## config.mk

```make
export PLATFORM = sky130hd
export DESIGN_NAME = ows_frame_parser
export DESIGN_NICKNAME = d
export VERILOG_FILES = /design/src/rtl/ows_frame_parser.sv
export SDC_FILE = /design/constraint.sdc
export NUM_CORES = 1
export LEC_CHECK = 0
export ABC_AREA = 1
export BUFFER_PORTS_ARGS = -buffer_cell sky130_fd_sc_hd__buf_2
export CAP_MARGIN = 30
export CORE_UTILIZATION = 30
export CTS_CLUSTER_SIZE = 16
export DETAILED_ROUTE_END_ITERATION = 7
export PLACE_DENSITY_LB_ADDON = 0.25
export SLEW_MARGIN = 20
export SYNTH_ARGS = -nofsm -noshare
export SYNTH_HDL_FRONTEND = slang
export SYNTH_SLANG_ARGS = --single-unit
```

## constraint.sdc

```tcl
create_clock -name clk -period 2.6 [get_ports clk]
set_clock_uncertainty 0.2 [all_clocks]
set_input_delay 0.13 -clock clk [delete_from_list [all_inputs] [get_ports clk]]
set_output_delay 0.13 -clock clk [all_outputs]
set_load 0.005 [all_outputs]
```

## src/rtl/ows_frame_parser.sv

```systemverilog
// One-wire slave frame parser: ROM/function command decode, address assembly
// and a small FWFT write buffer carrying (address, data) pairs.
module ows_frame_parser #(
  parameter int DATA_W     = 8,
  parameter int UID_BYTES  = 8,
  parameter int ADDR_BYTES = 2,
  parameter int WBUF_DEPTH = 4
) (
  input  logic                        clk,
  input  logic                        rst_n,
  input  logic [DATA_W-1:0]           din,
  input  logic                        din_valid,
  input  logic                        start_flg,
  input  logic                        stop_flag,
  input  logic [UID_BYTES*DATA_W-1:0] dev_uid,
  output logic [DATA_W-1:0]           rom_cmd,
  output logic [DATA_W-1:0]           fun_cmd,
  output logic [UID_BYTES*DATA_W-1:0] uid_rx,
  output logic [ADDR_BYTES*DATA_W-1:0] address,
  output logic                        selected,
  output logic                        err,
  output logic                        ovf,
  output logic                        hdr_done,
  output logic                        byte_ack,
  output logic [DATA_W-1:0]           wr_data,
  output logic [ADDR_BYTES*DATA_W-1:0] wr_addr,
  output logic                        wr_valid,
  input  logic                        wr_ready
);

  localparam int UW = UID_BYTES * DATA_W;
  localparam int AW = ADDR_BYTES * DATA_W;
  localparam int PW = $clog2(WBUF_DEPTH);
  localparam int CW = $clog2(UID_BYTES + ADDR_BYTES + 1);
  localparam logic [DATA_W-1:0] MATCH_ROM = DATA_W'(8'h55);
  localparam logic [DATA_W-1:0] SKIP_ROM  = DATA_W'(8'hCC);

  typedef enum logic [2:0] {
    IDLE, ROM, UID, FUN, ADDR, DATA, IGNORE
  } state_t;

  state_t          state_q, state_d;
  logic [CW-1:0]   cnt;
  logic [AW-1:0]   nidx;
  logic [UW-1:0]   uid_nx;
  logic            uid_last, addr_last;
  logic            acc, push;

  logic [DATA_W-1:0] dmem [WBUF_DEPTH];
  logic [AW-1:0]     amem [WBUF_DEPTH];
  logic [PW:0]       wp, rp;
  logic              full, empty, pop, do_push;

  assign uid_last  = (cnt == CW'(UID_BYTES - 1));
  assign addr_last = (cnt == CW'(ADDR_BYTES - 1));
  // a byte only counts if neither stop nor restart claims the cycle
  assign acc  = din_valid && !stop_flag && !start_flg &&
                (state_q inside {ROM, UID, FUN, ADDR, DATA});
  assign push = acc && (state_q == DATA);

  always_comb begin
    uid_nx = uid_rx;
    for (int k = 0; k < UID_BYTES; k++)
      if (cnt == CW'(k)) uid_nx[k*DATA_W +: DATA_W] = din;
  end

  always_comb begin
    state_d = state_q;
    priority case (1'b1)
      stop_flag: state_d = IDLE;
      start_flg: state_d = ROM;
      acc: begin
        case (state_q)
          ROM: begin
            if (din == MATCH_ROM)     state_d = UID;
            else if (din == SKIP_ROM) state_d = FUN;
            else                      state_d = IGNORE;
          end
          UID: if (uid_last)
            state_d = (uid_nx == dev_uid) ? FUN : IGNORE;
          FUN:  state_d = ADDR;
          ADDR: if (addr_last) state_d = DATA;
          default: ;
        endcase
      end
      default: ;
    endcase
  end

  always_ff @(posedge clk or negedge rst_n) begin
    if (!rst_n) state_q <= IDLE;
    else        state_q <= state_d;
  end

  always_ff @(posedge clk or negedge rst_n) begin
    if (!rst_n) begin
      rom_cmd  <= '0;
      fun_cmd  <= '0;
      uid_rx   <= '0;
      address  <= '0;
      selected <= 1'b0;
      err      <= 1'b0;
      hdr_done <= 1'b0;
      byte_ack <= 1'b0;
      cnt      <= '0;
      nidx     <= '0;
    end else begin
      byte_ack <= acc;
      hdr_done <= acc && (state_q == ADDR) && addr_last;
      if (!stop_flag && start_flg) begin
        rom_cmd  <= '0;
        fun_cmd  <= '0;
        uid_rx   <= '0;
        address  <= '0;
        selected <= 1'b0;
        err      <= 1'b0;
        cnt      <= '0;
        nidx     <= '0;
      end else if (acc) begin
        case (state_q)
          ROM: begin
            rom_cmd <= din;
            if (din == SKIP_ROM)       selected <= 1'b1;
            else if (din != MATCH_ROM) err      <= 1'b1;
          end
          UID: begin
            uid_rx <= uid_nx;
            cnt    <= uid_last ? '0 : cnt + 1'b1;
            if (uid_last && (uid_nx == dev_uid)) selected <= 1'b1;
          end
          FUN: fun_cmd <= din;
          ADDR: begin
            for (int k = 0; k < ADDR_BYTES; k++)
              if (cnt == CW'(k)) address[k*DATA_W +: DATA_W] <= din;
            cnt <= addr_last ? '0 : cnt + 1'b1;
          end
          DATA: nidx <= nidx + 1'b1;
          default: ;
        endcase
      end
    end
  end

  assign empty    = (wp == rp);
  assign full     = (wp[PW] != rp[PW]) && (wp[PW-1:0] == rp[PW-1:0]);
  assign pop      = !empty && wr_ready;
  // when full, a same-cycle pop frees the slot the push lands in
  assign do_push  = push && (!full || pop);
  assign wr_valid = !empty;
  assign wr_data  = dmem[rp[PW-1:0]];
  assign wr_addr  = amem[rp[PW-1:0]];

  always_ff @(posedge clk or negedge rst_n) begin
    if (!rst_n) begin
      wp  <= '0;
      rp  <= '0;
      ovf <= 1'b0;
      for (int k = 0; k < WBUF_DEPTH; k++) begin
        dmem[k] <= '0;
        amem[k] <= '0;
      end
    end else begin
      if (pop) rp <= rp + 1'b1;
      if (do_push) begin
        dmem[wp[PW-1:0]] <= din;
        amem[wp[PW-1:0]] <= address + nidx;
        wp <= wp + 1'b1;
      end
      if (push && full && !pop) ovf <= 1'b1;
    end
  end

endmodule
```

==> results of run 1 <==
worst paths after layout:
| kind | cells past startpoint | slack, ns | startpoint | end |
|---|---|---|---|---|
| setup / recovery | 15 | 0.09 | cnt[0] | selected |
| hold reg to reg | 2 | 0.27 | fun_cmd[2] | fun_cmd[2] |
| hold / removal | 11 | 0.04 | dev_uid[60] | state_q[2] |
| max in group asynchronous | 4 | 1.01 | rst_n | cnt[1] |
| setup reg to reg | 15 | 0.09 | cnt[0] | selected |
| min in group asynchronous | 3 | 0.41 | rst_n | amem[23] |
worst min-delay path: cells and delay by family:
kind                   cells  cell delay, ns
AND/OR/NAND/NOR            9            0.47
buffers and inverters      1            0.08
AO/OA/AOI/OAI              1            0.07
cells by family after synthesis:
family | after synthesis
AO/OA/AOI/OAI | 300
flip-flops | 226
adder cells (fa/ha/maj) | 26
AND/OR/NAND/NOR | 979
buffers and inverters | 254
XOR/XNOR | 17
through the flow:
step	setup slack, ns	instances	power [mW]	utilization [%]
global placement	-0.0853	2590	7.94	35.8
floorplan	0.184	1802	6.29	-
detailed placement	-0.130	2590	7.98	35.8
finish	0.0927	2662	12.4	38.9
global route	-0.0327	2660	13.0	38.8
CTS	0.0170	2659	12.3	38.7
registers in the layout, indices dropped and copies added (netlist names), 4 cells and up:
name     cells
uid_rx      64
dmem        32
rom_cmd      8
amem        64
address     16
cnt          4
fun_cmd      8
nidx        16
power breakdown:
part           leakage (nW)  total [mW]  internal [mW]  switching, mW
clock network         0.474        4.17           2.51           1.65
registers              3.10        3.79           3.64          0.149
logic                  5.02        4.42           1.61           2.81
final cells by class:
cell class	instances	area [um2]	area share, %
clock inverters	7	138	0.835
multi-input cells	1322	6430	39.0
clock buffers	44	841	5.10
repair buffers	324	2070	12.6
inverters	160	611	3.70
well taps	577	722	4.38
diodes	2	5.00	0.0304
flip-flops and latches	226	5660	34.3
metal layers:
layer / share of wire (%) / vias up / routed length [um] / global-route usage, %
met5: 0 / - / 0 / 0
met4: 2.6 / 0 / 1260 / 6.34
met3: 6.9 / 78 / 3340 / 3.40
met2: 46 / 468 / 22500 / 34.7
met1: 44 / 6249 / 21500 / 30.0
li1: - / 6434 / - / -
timing repair:
item                       4_1_cts  5_1_grt
setup endpoints to repair        3       21
hold buffers                    14        0
pin swaps                        1        4
hold endpoints to repair       289        0
buffers inserted                 4        1
gates resized for setup         14       25
gates cloned                     0        0
cells in the final DEF, fill, tap and decap left out, types with 13 or more instances in the layout:
master	synthesis	routed
o21ai_0	193	190
buf_2	25	202
dlygate4sd3_1	0	14
a31oi_1	13	13
nand4_1	49	49
buf_4	2	97
nand2_1	577	575
a21oi_1	47	47
clkbuf_16	0	28
o22ai_1	26	26
nand3b_1	30	30
inv_1	154	152
nand3_1	144	143
ha_1	25	21
dfrtp_1	226	222
nor2_1	140	135
==> impl_results.md, run 1 <==
* Rows at 75
* Port buffer count at between 200 and 250
* Final min period at approximately 2.5 ns
* H-tree Lvls at 1
* Synth Cell Area at around 13,000 um2
* Synth Flop Type: dfrtp_1
* Clock Tree Root: clkbuf_16
* Synth Area in Simple Gates at 32.5%
* Flops & latches, synth at ~230
* Grt total ovfl at 0
* Hpwl dp at 35,200 um
* Headroom to the max-slew limit at a little over two fifths
* CP max stage delay at 0.47 ns
* Yosys top cell by area: dfrtp_1
* Post-synth top cells: 577 x nand2_1, 226 x dfrtp_1, 193 x o21ai_0, 154 x inv_1, 144 x nand3_1
* Design area at 16,500 um2
* Mean routed wirelength per cell at 18.3 um
* Syn-to-layout area delta at 26.5%
* Final setup viols at 0
* Worst endpoint required time at 2.89 ns
* Clock Latency Late Sink at 0.59 ns
* Buffers and inverters on the worst path at 2
* Library cells used by synthesis at between 40 and 50
* ANT nets after route at 0
* CP Data Arrival Time at 2.79 ns
* Critical Path Source Type: flop
* Max_cap viols at 0
* Worst-path clk slew at 0.06 ns
* Gr usage total at 21.6%
* Via count at 13,200
* Vias in the first global route at between 10,000 and 15,000
* First-pass DRT Iterations at 6
* Drt drc at 0
* Post-synth ARST share at between 90% and 100%
* Avg Synthesized Cell Area at 7.23 um2
* Via density at 4.97
* Run status: finished, final reports clean
* Worst-path fanout max at 17
* Post-synth top area share at 43.4%
* Cell class contributing the biggest share of worst-path delay: simple AND/OR/NAND/NOR gates
* Crit-path cells: inv_4 > ha_4 > buf_12 > nand3_1 > nand3b_1 > nand2_1 > nor2_1 > nand2_1 > nor2_1 > nand2_1 > nor2_2 > nand2_1 > nand2_1 > nand2_1 > a21oi_2
* Clock Tree Buf Depth at 3
* Total of fill cells in the finished design at 4,479
* Post-synth EDFFs at 0
* Synth warn at 0
* Largest family of logic cells by synthesized area: simple AND/OR/NAND/NOR gates
* Synthesized instance count at 1,802
* Drt total wl at 48,600 um
* Initial antenna violation count at 2
* Die area at 44,300 um2
* Setup TNS at 0 ns
* # IOs at 204
* Share of cells above drive strength 1 at 19.6%
* Worst path slowest cell: dfrtp_2
* Largest net degree at the start of global routing at 80
* Final Cycle Share at 96.4%
* Worst IR Drop VDD at 0.515 mV
* Hold WC Path Type: input port to flop
* Worst hold slack at 0.0433 ns
* # clock sinks at 226
* Starting density of the core at 30.7%
* Die Wd at 210 um
* Post-Synth Adder-Cell Area at 2.56%
* CP most frequent cell: nand2_1
* Power Density at ~750 nW/um2
* Mux cell area share after synthesis at 0%
* Num CTS Buffers at 28
* Nets at between 2,000 and 2,500
* Final Max Tran Viols at 0
* Top cells by area, synth: dfrtp_1 43%, nand2_1 17%, o21ai_0 7.4%
* WS Path Type: flop to flop
* Synth Area in Compound Gates at 12.4%
* First-pass GRT wire length at 74,000 um
* CTS tree: yes
* Worst slew pin tran at 0.840 ns
* CP endpoint kind: flop
* Dpl cell area at around 15,000 um2
* Syn Nets at around 1,900
* DIE HEIGHT at 210 um
* Final hold violations at 0
* Xor and xnor area share after synthesis at under 10%
* Register area share after synthesis at between 40% and 50%
* Core area at approximately 42,000 um2
* RePlAce Congestion at 0.877
* DR iter-0 viols at 1,025
* Top-count cell post-synth: nand2_1
* Leak at 8.60 nW
* Fmax at 399 MHz
* RSZ-0062 raised after global routing: yes
No activity file was read; power rests on OpenSTA's default activity.
==> run 2, diff against run 1 <==
--- a/config.mk
+++ b/config.mk
@@ -8,7 +8,7 @@
 export ABC_AREA = 1
 export BUFFER_PORTS_ARGS = -buffer_cell sky130_fd_sc_hd__buf_2
 export CAP_MARGIN = 30
-export CORE_UTILIZATION = 30
+export CORE_UTILIZATION = 40
 export CTS_CLUSTER_SIZE = 16
 export DETAILED_ROUTE_END_ITERATION = 7
 export PLACE_DENSITY_LB_ADDON = 0.25
==> impl_results.md, run 2 (synthesized netlist as in run 1, its figures left out) <==
* Worst path slowest cell: dfrtp_2
* Num CTS Buffers at 27
* Nets at 2,159
* Met3 usage in global routing at 4.63%
* Drt total wl at around 45,000 um
* Starting density of the core at approximately 40%
* Clock Latency Late Sink at approximately 0.55 ns
* ANT nets after route at 0
* Worst hold slack at 0.0971 ns
* WHS Endpoint: selected
* Most common cell after layout, fill and taps aside: nand2_1
* Final hold violations at 0
* CP max stage delay at 0.44 ns
* Worst setup margin at 0.101 ns
* First-pass DRT Iterations at 6
* CP Data Arrival Time at ~2.7 ns
* Final min period at approximately 2.5 ns
* Cell class contributing the biggest share of worst-path delay: simple AND/OR/NAND/NOR gates
* R2r setup slk at slightly above 0.1 ns
* RSZ-0062 raised after global routing: yes
* Sequential share of power at roughly 32%
* Hold WC Path Type: input port to flop
* Via count at 13,400
* Initial antenna violation count at 0
* Comb pwr share at 36.0%
* Power Density at 734 nW/um2
* DP Worst Slack at -0.0862 ns
* Hpwl dp at 32,600 um
* # clock sinks at 226
* R2R Path Start: cnt[1]
* Largest net degree at the start of global routing at 80
* Met2 Use GR at 41.3%
* Share of cells above drive strength 1 at 19.7%
* Final setup viols at 0
* Headroom to the max-slew limit at 39.0%
* DR iter-0 viols at 1,465
* Rows at 65
* Die area at approximately 33,000 um2
* Syn-to-layout area delta at 24.0%
* Die Wd at 182 um
* Port buffer count at 203
* Clock Tree Buf Depth at 3
* Worst-path clk slew at around 0.060 ns
* Worst Reg-to-Reg Cells at 15
* Worst-path fanout max at 13
* Hold depth at 12
* # IOs at 204
* DIE HEIGHT at 182 um
* Pint at between 7 and 8 mW
* Drt drc at 0
* Final Max Tran Viols at 0
* Commonest non-fill, non-tap cells in the layout: 572 x nand2_1, 222 x dfrtp_1, 202 x buf_2, 191 x o21ai_0, 152 x inv_1
* Psw at around 4.5 mW
* Switching Share at 37.8%
* CP endpoint kind: flop
* GR Util met1 at 38.5%
* Gr usage total at 26.8%
* Clock Power Share at approximately 32%
* Worst endpoint required time at 2.82 ns
* Worst slew pin tran at 0.914 ns
* Hold Crit Start: dev_uid[30]
* Crit-path cells: inv_4 > ha_4 > nand3_4 > buf_4 > nand2_1 > nand3_1 > nand2_1 > nor2_1 > nand2_1 > nor2_1 > nand2_1 > nor2_4 > nand3_1 > nand2_1 > o21ai_0
* Grt total ovfl at 0
* Design area at 16,200 um2
* Worst IR Drop VDD at between 0.5 and 0.6 mV
* Antenna fix cells at 0
* GRT Max-Usage Layer: met2
* Buffers and inverters on the worst path at 2
* WS Path Type: flop to flop
* CP most frequent cell: nand2_1
* Vias in the first global route at ~12,000
* Core area at 31,800 um2
* Max_cap viols at 0
* Clock Tree Root: clkbuf_16
* Fmax at 400 MHz
* FF-to-FF End: state_q[2]
* Dpl cell area at 15,000 um2
* Largest regs: amem (64), uid_rx (64), dmem (32)
* Via density at roughly 5.3
* Mean routed wirelength per cell at 17.9 um
* Run status: finished, final reports clean
* CTS tree: yes
* H-tree Lvls at 1
* Final Cycle Share at 96.1%
* Leak at between 8 and 9 nW
* First-pass GRT wire length at ~70,000 um
* Critical Path Source Type: flop
* RePlAce Congestion at about 0.94
-- run 2: changes by cell type in the layout (fill, tap and decap cells not counted), sizes merged --
cell	before	now
clkinvlp	1	3
dlygate4sd3	14	16
buf	310	302
clkinv	4	9
inv	159	161
clkbuf	44	37
bufinv	3	0
diode	2	0
-- run 2: cell type report --
type | instances | area [um2]
Fill cell | 3092 | 15600
Clock inverter | 13 | 98.8
Inverter | 160 | 613
Clock buffer | 37 | 803
Timing Repair Buffer | 318 | 2010
Multi-Input combinational cell | 1322 | 6430
Tap cell | 435 | 544
Sequential cell | 226 | 5660
-- run 2: timing repair --
action / CTS / global route
hold buffers: 16 / 0
buffers inserted: 0 / 0
hold endpoints to repair: 257 / 0
setup endpoints to repair: 3 / 16
gates resized for setup: 2 / 35
pin swaps: 0 / 2
-- run 2: worst max path at each step --
| stage | from | endpoint | slack [ns] | depth (start not counted) |
|---|---|---|---|---|
| finish | cnt[1] | state_q[2] | 0.10 | 15 |
| floorplan | nidx[0] | amem[10] | 0.18 | 9 |
| global placement | cnt[1] | state_q[2] | -0.03 | 14 |
| detailed placement | cnt[1] | state_q[2] | -0.09 | 14 |
| global route | cnt[2] | selected | -0.02 | 16 |
| CTS | cnt[0] | state_q[2] | 0.008 | 15 |
-- run 2: power by group through the flow --
stage	logic [mW]	clock network, mW	registers [mW]
floorplan	2.49	0	3.81
global placement	4.02	0	3.83
detailed placement	4.07	0	3.84
CTS	4.11	3.86	3.77
global route	4.68	3.99	3.81
finish	4.27	3.79	3.79
-- run 2: worst register-to-register path, cell delays in order, from the launching register on --
cell and delay [ns]:
dfrtp_2 0.44, inv_4 0.07, ha_4 0.19, nand3_4 0.10
buf_4 0.22, nand2_1 0.09, nand3_1 0.08, nand2_1 0.07
nor2_1 0.22, nand2_1 0.09, nor2_1 0.10, nand2_1 0.10
nor2_4 0.16, nand3_1 0.11, nand2_1 0.08, o21ai_0 0.07
-- run 2: stage by stage --
step	total power, mW	util (%)	TNS (ns)	std cells
after floorplan	6.29	-	0	1802
after global placement	7.85	47.1	-0.0558	2445
after detailed placement	7.91	47.1	-0.212	2445
after CTS	11.7	50.5	0	2511
after global routing	12.5	50.8	-0.0549	2511
final	11.9	50.8	0	2511
-- run 2: layer usage --
metal  vias up  part of all wire (%)
met5         -                     0
met4         0                   2.8
met3        90                   8.6
met2       601                    44
met1      6310                    44
li1       6422                     -
